===== src/rtl/mem_arbiter_fsm.sv =====
// Shared-memory sequencer: arbitrates I/D line fills and D-side write-through stores.
// Optional round-robin arbitration of I/D miss ties when ARB_RR_EN is defined.
module mem_arbiter_fsm #(
  parameter int ADDR_W   = 16,
  parameter int DATA_W   = 16,
  parameter int LINE_WDS = 8,
  parameter int MEM_LAT  = 4
) (
  input  logic                        clk,
  input  logic                        rst_n,
  input  logic                        i_ic_miss,
  input  logic [ADDR_W-1:0]           i_ic_addr,
  input  logic                        i_dc_miss,
  input  logic [ADDR_W-1:0]           i_dc_addr,
  input  logic                        i_dc_wr,
  input  logic [ADDR_W-1:0]           i_dc_wr_addr,
  input  logic [DATA_W-1:0]           i_dc_wr_data,
  output logic                        o_mem_en,
  output logic                        o_mem_wr,
  output logic [ADDR_W-1:0]           o_mem_addr,
  output logic [DATA_W-1:0]           o_mem_wdata,
  input  logic [DATA_W-1:0]           i_mem_rdata,
  input  logic                        i_mem_valid,
  output logic [DATA_W-1:0]           o_fill_data,
  output logic [$clog2(LINE_WDS)-1:0] o_fill_idx,
  output logic                        o_ic_fill_we,
  output logic                        o_dc_fill_we,
  output logic                        o_ic_fill_done,
  output logic                        o_dc_fill_done,
  output logic                        o_dc_wr_ack,
  output logic                        o_ic_busy,
  output logic                        o_dc_busy
);

  localparam int IDX_W = $clog2(LINE_WDS);
  localparam int CNT_W = IDX_W + 1;
  localparam logic [ADDR_W-1:0] LINE_MASK = ADDR_W'(2 * LINE_WDS - 1);

  // Reject configurations the counters and address masking cannot represent.
  if (MEM_LAT < 1 || LINE_WDS < 2 || (LINE_WDS & (LINE_WDS - 1)) != 0) begin : g_badCfg
    $error("mem_arbiter_fsm: LINE_WDS must be a power of 2 >= 2 and MEM_LAT >= 1");
  end

  typedef enum logic [2:0] {S_IDLE, S_WRITE, S_FILL, S_DRAIN, S_DONE} state_t;

  state_t              r_state, w_next;
  logic                r_ownerD;
  logic [ADDR_W-1:0]   r_base;
  logic [CNT_W-1:0]    r_issueCnt, r_retCnt;
  logic [DATA_W-1:0]   r_fillData;
  logic [IDX_W-1:0]    r_fillIdx;
  logic                r_icFillWe, r_dcFillWe;
  logic                w_tieD, w_grantD, w_fillGrant, w_ret, w_svcI, w_svcD;

  assign w_fillGrant = (r_state == S_IDLE) && !i_dc_wr && (i_dc_miss || i_ic_miss);
  assign w_grantD    = i_dc_miss && (!i_ic_miss || w_tieD);

`ifdef ARB_RR_EN
  // Remembers the side served by the previous fill so an I/D tie goes to the other one.
  logic r_lastD;
  always_ff @(posedge clk) begin
    if (!rst_n)           r_lastD <= 1'b0;
    else if (w_fillGrant) r_lastD <= w_grantD;
  end
  assign w_tieD = !r_lastD;
`else
  assign w_tieD = 1'b1;
`endif

  always_ff @(posedge clk) begin
    if (!rst_n) begin
      r_state    <= S_IDLE;
      r_ownerD   <= 1'b0;
      r_base     <= '0;
      r_issueCnt <= '0;
    end else begin
      r_state <= w_next;
      if (r_state == S_IDLE) r_issueCnt <= '0;
      else if (r_state == S_FILL) r_issueCnt <= r_issueCnt + CNT_W'(1);
      if (w_fillGrant) begin
        r_ownerD <= w_grantD;
        r_base   <= (w_grantD ? i_dc_addr : i_ic_addr) & ~LINE_MASK;
      end
    end
  end

  always_comb begin
    w_next         = r_state;
    o_mem_en       = 1'b0;
    o_mem_wr       = 1'b0;
    o_mem_addr     = '0;
    o_mem_wdata    = '0;
    o_dc_wr_ack    = 1'b0;
    o_ic_fill_done = 1'b0;
    o_dc_fill_done = 1'b0;
    w_svcI         = 1'b0;
    w_svcD         = 1'b0;
    case (r_state)
      S_IDLE: begin
        if (i_dc_wr)                     w_next = S_WRITE;
        else if (i_dc_miss || i_ic_miss) w_next = S_FILL;
      end
      S_WRITE: begin
        o_mem_en    = 1'b1;
        o_mem_wr    = 1'b1;
        o_mem_addr  = i_dc_wr_addr;
        o_mem_wdata = i_dc_wr_data;
        o_dc_wr_ack = 1'b1;
        w_svcD      = 1'b1;
        w_next      = S_IDLE;
      end
      S_FILL: begin
        o_mem_en   = 1'b1;
        o_mem_addr = r_base | ADDR_W'({r_issueCnt[IDX_W-1:0], 1'b0});
        w_svcI     = !r_ownerD;
        w_svcD     = r_ownerD;
        if (r_issueCnt == CNT_W'(LINE_WDS - 1)) w_next = S_DRAIN;
      end
      S_DRAIN: begin
        w_svcI = !r_ownerD;
        w_svcD = r_ownerD;
        if (r_retCnt == CNT_W'(LINE_WDS)) w_next = S_DONE;
      end
      S_DONE: begin
        o_ic_fill_done = !r_ownerD;
        o_dc_fill_done = r_ownerD;
        w_svcI         = !r_ownerD;
        w_svcD         = r_ownerD;
        w_next         = S_IDLE;
      end
      default: w_next = S_IDLE;
    endcase
  end

  // Returned words are only accepted while a fill is outstanding and the line is not yet full.
  assign w_ret = (r_state == S_FILL || r_state == S_DRAIN) && i_mem_valid &&
                 (r_retCnt < CNT_W'(LINE_WDS));

  always_ff @(posedge clk) begin
    if (!rst_n) begin
      r_retCnt   <= '0;
      r_fillData <= '0;
      r_fillIdx  <= '0;
      r_icFillWe <= 1'b0;
      r_dcFillWe <= 1'b0;
    end else begin
      r_icFillWe <= w_ret && !r_ownerD;
      r_dcFillWe <= w_ret && r_ownerD;
      if (w_ret) begin
        r_fillData <= i_mem_rdata;
        r_fillIdx  <= r_retCnt[IDX_W-1:0];
        r_retCnt   <= r_retCnt + CNT_W'(1);
      end else if (r_state == S_IDLE) begin
        r_retCnt <= '0;
      end
    end
  end

  assign o_fill_data  = r_fillData;
  assign o_fill_idx   = r_fillIdx;
  assign o_ic_fill_we = r_icFillWe;
  assign o_dc_fill_we = r_dcFillWe;
  assign o_ic_busy    = i_ic_miss || w_svcI;
  assign o_dc_busy    = i_dc_miss || i_dc_wr || w_svcD;

endmodule


===== config.mk =====
export PLATFORM = sky130hd
export DESIGN_NAME = mem_arbiter_fsm
export DESIGN_NICKNAME = d
export VERILOG_FILES = /design/src/rtl/mem_arbiter_fsm.sv
export SDC_FILE = /design/constraint.sdc
export NUM_CORES = 1
export LEC_CHECK = 0
export CAP_MARGIN = 20
export CELL_PAD_IN_SITES_DETAIL_PLACEMENT = 2
export CELL_PAD_IN_SITES_GLOBAL_PLACEMENT = 2
export CORE_UTILIZATION = 19
export DETAILED_ROUTE_END_ITERATION = 10
export PLACE_DENSITY_LB_ADDON = 0.1
export RECOVER_POWER = 100
export SYNTH_ARGS = -nofsm -noshare
export SYNTH_HDL_FRONTEND = slang
export SYNTH_SLANG_ARGS = --single-unit

===== constraint.sdc =====
create_clock -name clk -period 2 [get_ports clk]
set_input_delay 0.4 -clock clk [delete_from_list [all_inputs] [get_ports clk]]
set_output_delay 0.4 -clock clk [all_outputs]
set_load 0.05 [all_outputs]

==> key figures <==
Clock tree
  – Clock tree from TritonCTS: done
  – Clk root buf: sky130_fd_sc_hd__clkbuf_16
  – Buffer levels on the longest clock path: 2
  – Number of buffers created by CTS: 5
  – Insertion delay of the later-clocked pin in the worst-skew pair: 290 ps
  – Clock-pin slew reported for the worst setup and hold paths after clock tree synthesis: 70 ps
  – Cts hold-fix bufs: 0
  – Number of levels in the clock H-tree: 2
  – Clk sink count: 45

Route
  – Drt total wl: 9310 µm
  – Met1 WL: 3610 µm
  – Post-route antenna net violation count: 0
  – Total length of routed met2 wires: 5200 µm
  – DRC violation total after the first TritonRoute iteration: 50
  – Total via count in the routed design: 2495
  – Remaining design rule violation count: 2
  – DR WL/cell: 17.0 µm
  – Highest routed metal layer: met4
  – Sum of met3 wire segment lengths after detailed routing: 314 µm
  – 1st-pass router iterations: 7
  – Detailed-route vias per instance: 4.54

Die
  – Die area: 12600 µm²
  – Die width: 112 µm
  – Effective utilization at floorplan: 19.8%
  – Count of boundary I/O pins: 146
  – Vertical die dimension: 112 µm
  – Number of cell rows: 39
  – Core area: 11600 µm²

STA
  – Summed negative setup slack over all endpoints: -17.7 ps
  – Worst slew margin relative to its limit: 53.7%
  – Tightest Pin Transition: 690 ps
  – Setup repair after global routing missed its margin: true
  – Share of the cycle needed by the critical path after routing: 100%
  – Count of pins over their slew limit: 0
  – Highest clock frequency the design can meet: 0.498 GHz
  – Final number of setup-violating endpoints: 4
  – Final critical-path setup slack: -6.99 ps
  – Clock skew after layout: 5.12 ps
  – Final-report hold violation count: 0
  – Time the worst path needs with I/O delays and setup: 2010 ps

GRT
  – Largest net degree at the start of global routing: 36
  – Number of global-route vias before repair: 2714
  – GRT Total Usage: 14.7%
  – First-pass GRT wire length: 14400 µm
  – Initial antenna violation count: 0
  – Overflow left after global routing: 0

Worst setup path
  – Cell with the largest stage delay on the worst path: sky130_fd_sc_hd__dfxtp_2
  – Arrival time of the worst setup path: 1610 ps
  – Ordered cell list for the critical path: nor3b_4 > buf_12 > buf_12 > a22o_1 > buf_12
  – Worst Setup End Kind: output pin
  – Most common cell on crit path: sky130_fd_sc_hd__buf_12
  – Required time of the critical path: 1600 ps
  – Worst path bufs/invs: 3
  – Kind of critical path: reg -> out
  – Element type at the critical path start: flop
  – CP delay by family, top: buffers and inverters
  – Peak fanout along the critical path: 9
  – Biggest cell delay along the critical path: 410 ps

Synth
  – Leading register cell type out of synthesis: sky130_fd_sc_hd__dfxtp_1
  – Most used standard cell by instance count after synthesis: sky130_fd_sc_hd__nand2_1
  – Post-Syn Instances: 263
  – Leading post-synthesis cells by cell area: sky130_fd_sc_hd__dfxtp_1 (39%), sky130_fd_sc_hd__nand2_1 (7.5%), sky130_fd_sc_hd__a21boi_1 (6.2%)
  – Cell taking the most area after synthesis: sky130_fd_sc_hd__dfxtp_1
  – Synthesized area: 2300 µm²
  – Number of distinct standard cells referenced by the synthesized netlist: 42
  – Cell types with the highest counts after synthesis: sky130_fd_sc_hd__nand2_1 (46), sky130_fd_sc_hd__dfxtp_1 (45), sky130_fd_sc_hd__a21boi_1 (19), sky130_fd_sc_hd__and2_1 (19), sky130_fd_sc_hd__nand3_1 (16)
  – Area fraction of the dominant cell type after synthesis: 39.1%
  – Yosys Warn Count: 0
  – Flop and latch count out of synthesis: 45
  – Async S/R FF share, synth: 0%
  – Mean instance size in the synthesized netlist: 8.76 µm²
  – Net count after synthesis: 352
  – Register area share after synthesis: 39.1%
  – Number of synthesized flops with an enable pin: 0

Layout
  – Area growth syn-to-layout: 101%
  – Antenna diodes: 0
  – Net count, final: 494
  – Number of non-filler instances in the completed layout: 549
  – Layout cells sized above 1: 26.1%

Power and ir drop
  – Standby leakage power: 0.00195 µW
  – Switching power: 1130 µW
  – Switching power share of the total: 34.6%
  – Internal cell power: 2140 µW
  – Sequential group share of total power: 31.0%
  – Clk network pwr share: 25.3%
  – Power density over the cells: 704 nW/µm²
  – Peak supply drop: 299 µV
  – Fraction of power consumed by combinational cells: 43.7%

Placed design
  – Placed Instances: 536
  – Number of I/O port buffers: 137
  – Post-placement setup slack: -105 ps
  – Detailed-placement wirelength estimate: 6920 µm
  – Final Wtd Congestion: 0.732

Status
  – Violated checks: design-rule violations, negative setup slack
  – Run status: complete, but fails checks

Min path
  – Hold crit path type: reg -> reg

Flow run
  – Max-capacitance violation count: 0
==> registers in the layout, summed over array words and instances, names as in the netlist <==
register and cells:
o_fill_idx 3, r_ownerD 1, o_fill_data 16, o_dc_fill_we 1, r_state 3, o_ic_fill_we 1, r_base 12, r_issueCnt 4
r_retCnt 4
==> timing repair <==
| action | 4_1_cts | 5_1_grt |
|---|---|---|
| gates cloned | 0 | 2 |
| pin swaps | 1 | 1 |
| endpoints found under the setup margin | 37 | 26 |
| setup buffers | 1 | 2 |
| resized for setup | 10 | 30 |
==> path summary, 6_finish.rpt <==
kind / from / endpoint / slack, ps / depth (start not counted)
max: r_state[0] / o_mem_addr[2] / -7 / 5
min: o_fill_data[0] / o_fill_data[0] / 450 / 2
max reg2reg: r_state[2] / r_base[6] / 200 / 5
min reg2reg: o_fill_data[0] / o_fill_data[0] / 450 / 2
==> per-layer routing <==
metal  GRT usage [%]  vias to the layer above
met3            2.92                       10
met2            27.9                       52
met4            5.24                        0
li1                -                     1206
met5               0                        -
met1            16.1                     1227
==> stage by stage <==
stage / utilization, % / power (µW) / hold slack (ps) / instance area (µm²)
detailed placement: 37.0 / 2360 / 452 / 4300
global route: 40.0 / 3430 / 485 / 4640
finish: 40.0 / 3270 / 455 / 4640
floorplan: - / 1680 / 457 / 2320
CTS: 38.5 / 3220 / 462 / 4470
global placement: 37.0 / 2340 / 440 / 4300
==> area by class of cell <==
cell class | count | area, µm²
multi-input cells | 190 | 1420
clock inverters | 2 | 15.0
fillers | 1250 | 6970
repair buffers | 158 | 1970
flip-flops and latches | 45 | 908
well taps | 143 | 179
clock buffers | 6 | 129
inverters | 5 | 18.8
==> layout by cell type (no fill, tap or decap), types with 9 or more instances in the layout <==
master	Yosys	final
sky130_fd_sc_hd__buf_4	2	13
sky130_fd_sc_hd__o211a_1	12	12
sky130_fd_sc_hd__clkdlybuf4s50_1	0	74
sky130_fd_sc_hd__and2_4	0	16
sky130_fd_sc_hd__a21boi_0	0	17
sky130_fd_sc_hd__dlygate4sd3_1	0	23
sky130_fd_sc_hd__nand3_1	16	16
sky130_fd_sc_hd__a22o_4	0	9
sky130_fd_sc_hd__dfxtp_1	45	41
sky130_fd_sc_hd__mux2i_1	12	12
sky130_fd_sc_hd__nand2_1	46	46
sky130_fd_sc_hd__buf_12	0	40
==> power by group through the flow <==
stage	logic, µW	registers [µW]	clock network, µW
floorplan	608	1070	0
global placement	1320	1030	0
detailed placement	1330	1030	0
CTS	1340	1010	869
global route	1500	1020	908
finish	1430	1010	826
==> cells by family (layout without fill, tap and decap cells) <==
family	Yosys count	after routing	synth area share, %
buf+inv	28	171	6.03
fa+ha+maj	3	3	1.63
mux	12	12	5.21
simple gates	110	110	25.4
compound gates	63	63	21.8
flops	45	45	39.1
xor+xnor	2	2	0.761
==> tightest hold or removal path: stages, from the launching register on <==
cell	delay, ps
sky130_fd_sc_hd__dfxtp_1	310
sky130_fd_sc_hd__nand2_1	50
sky130_fd_sc_hd__a21boi_1	50
Power figures use the tool's default switching activity.
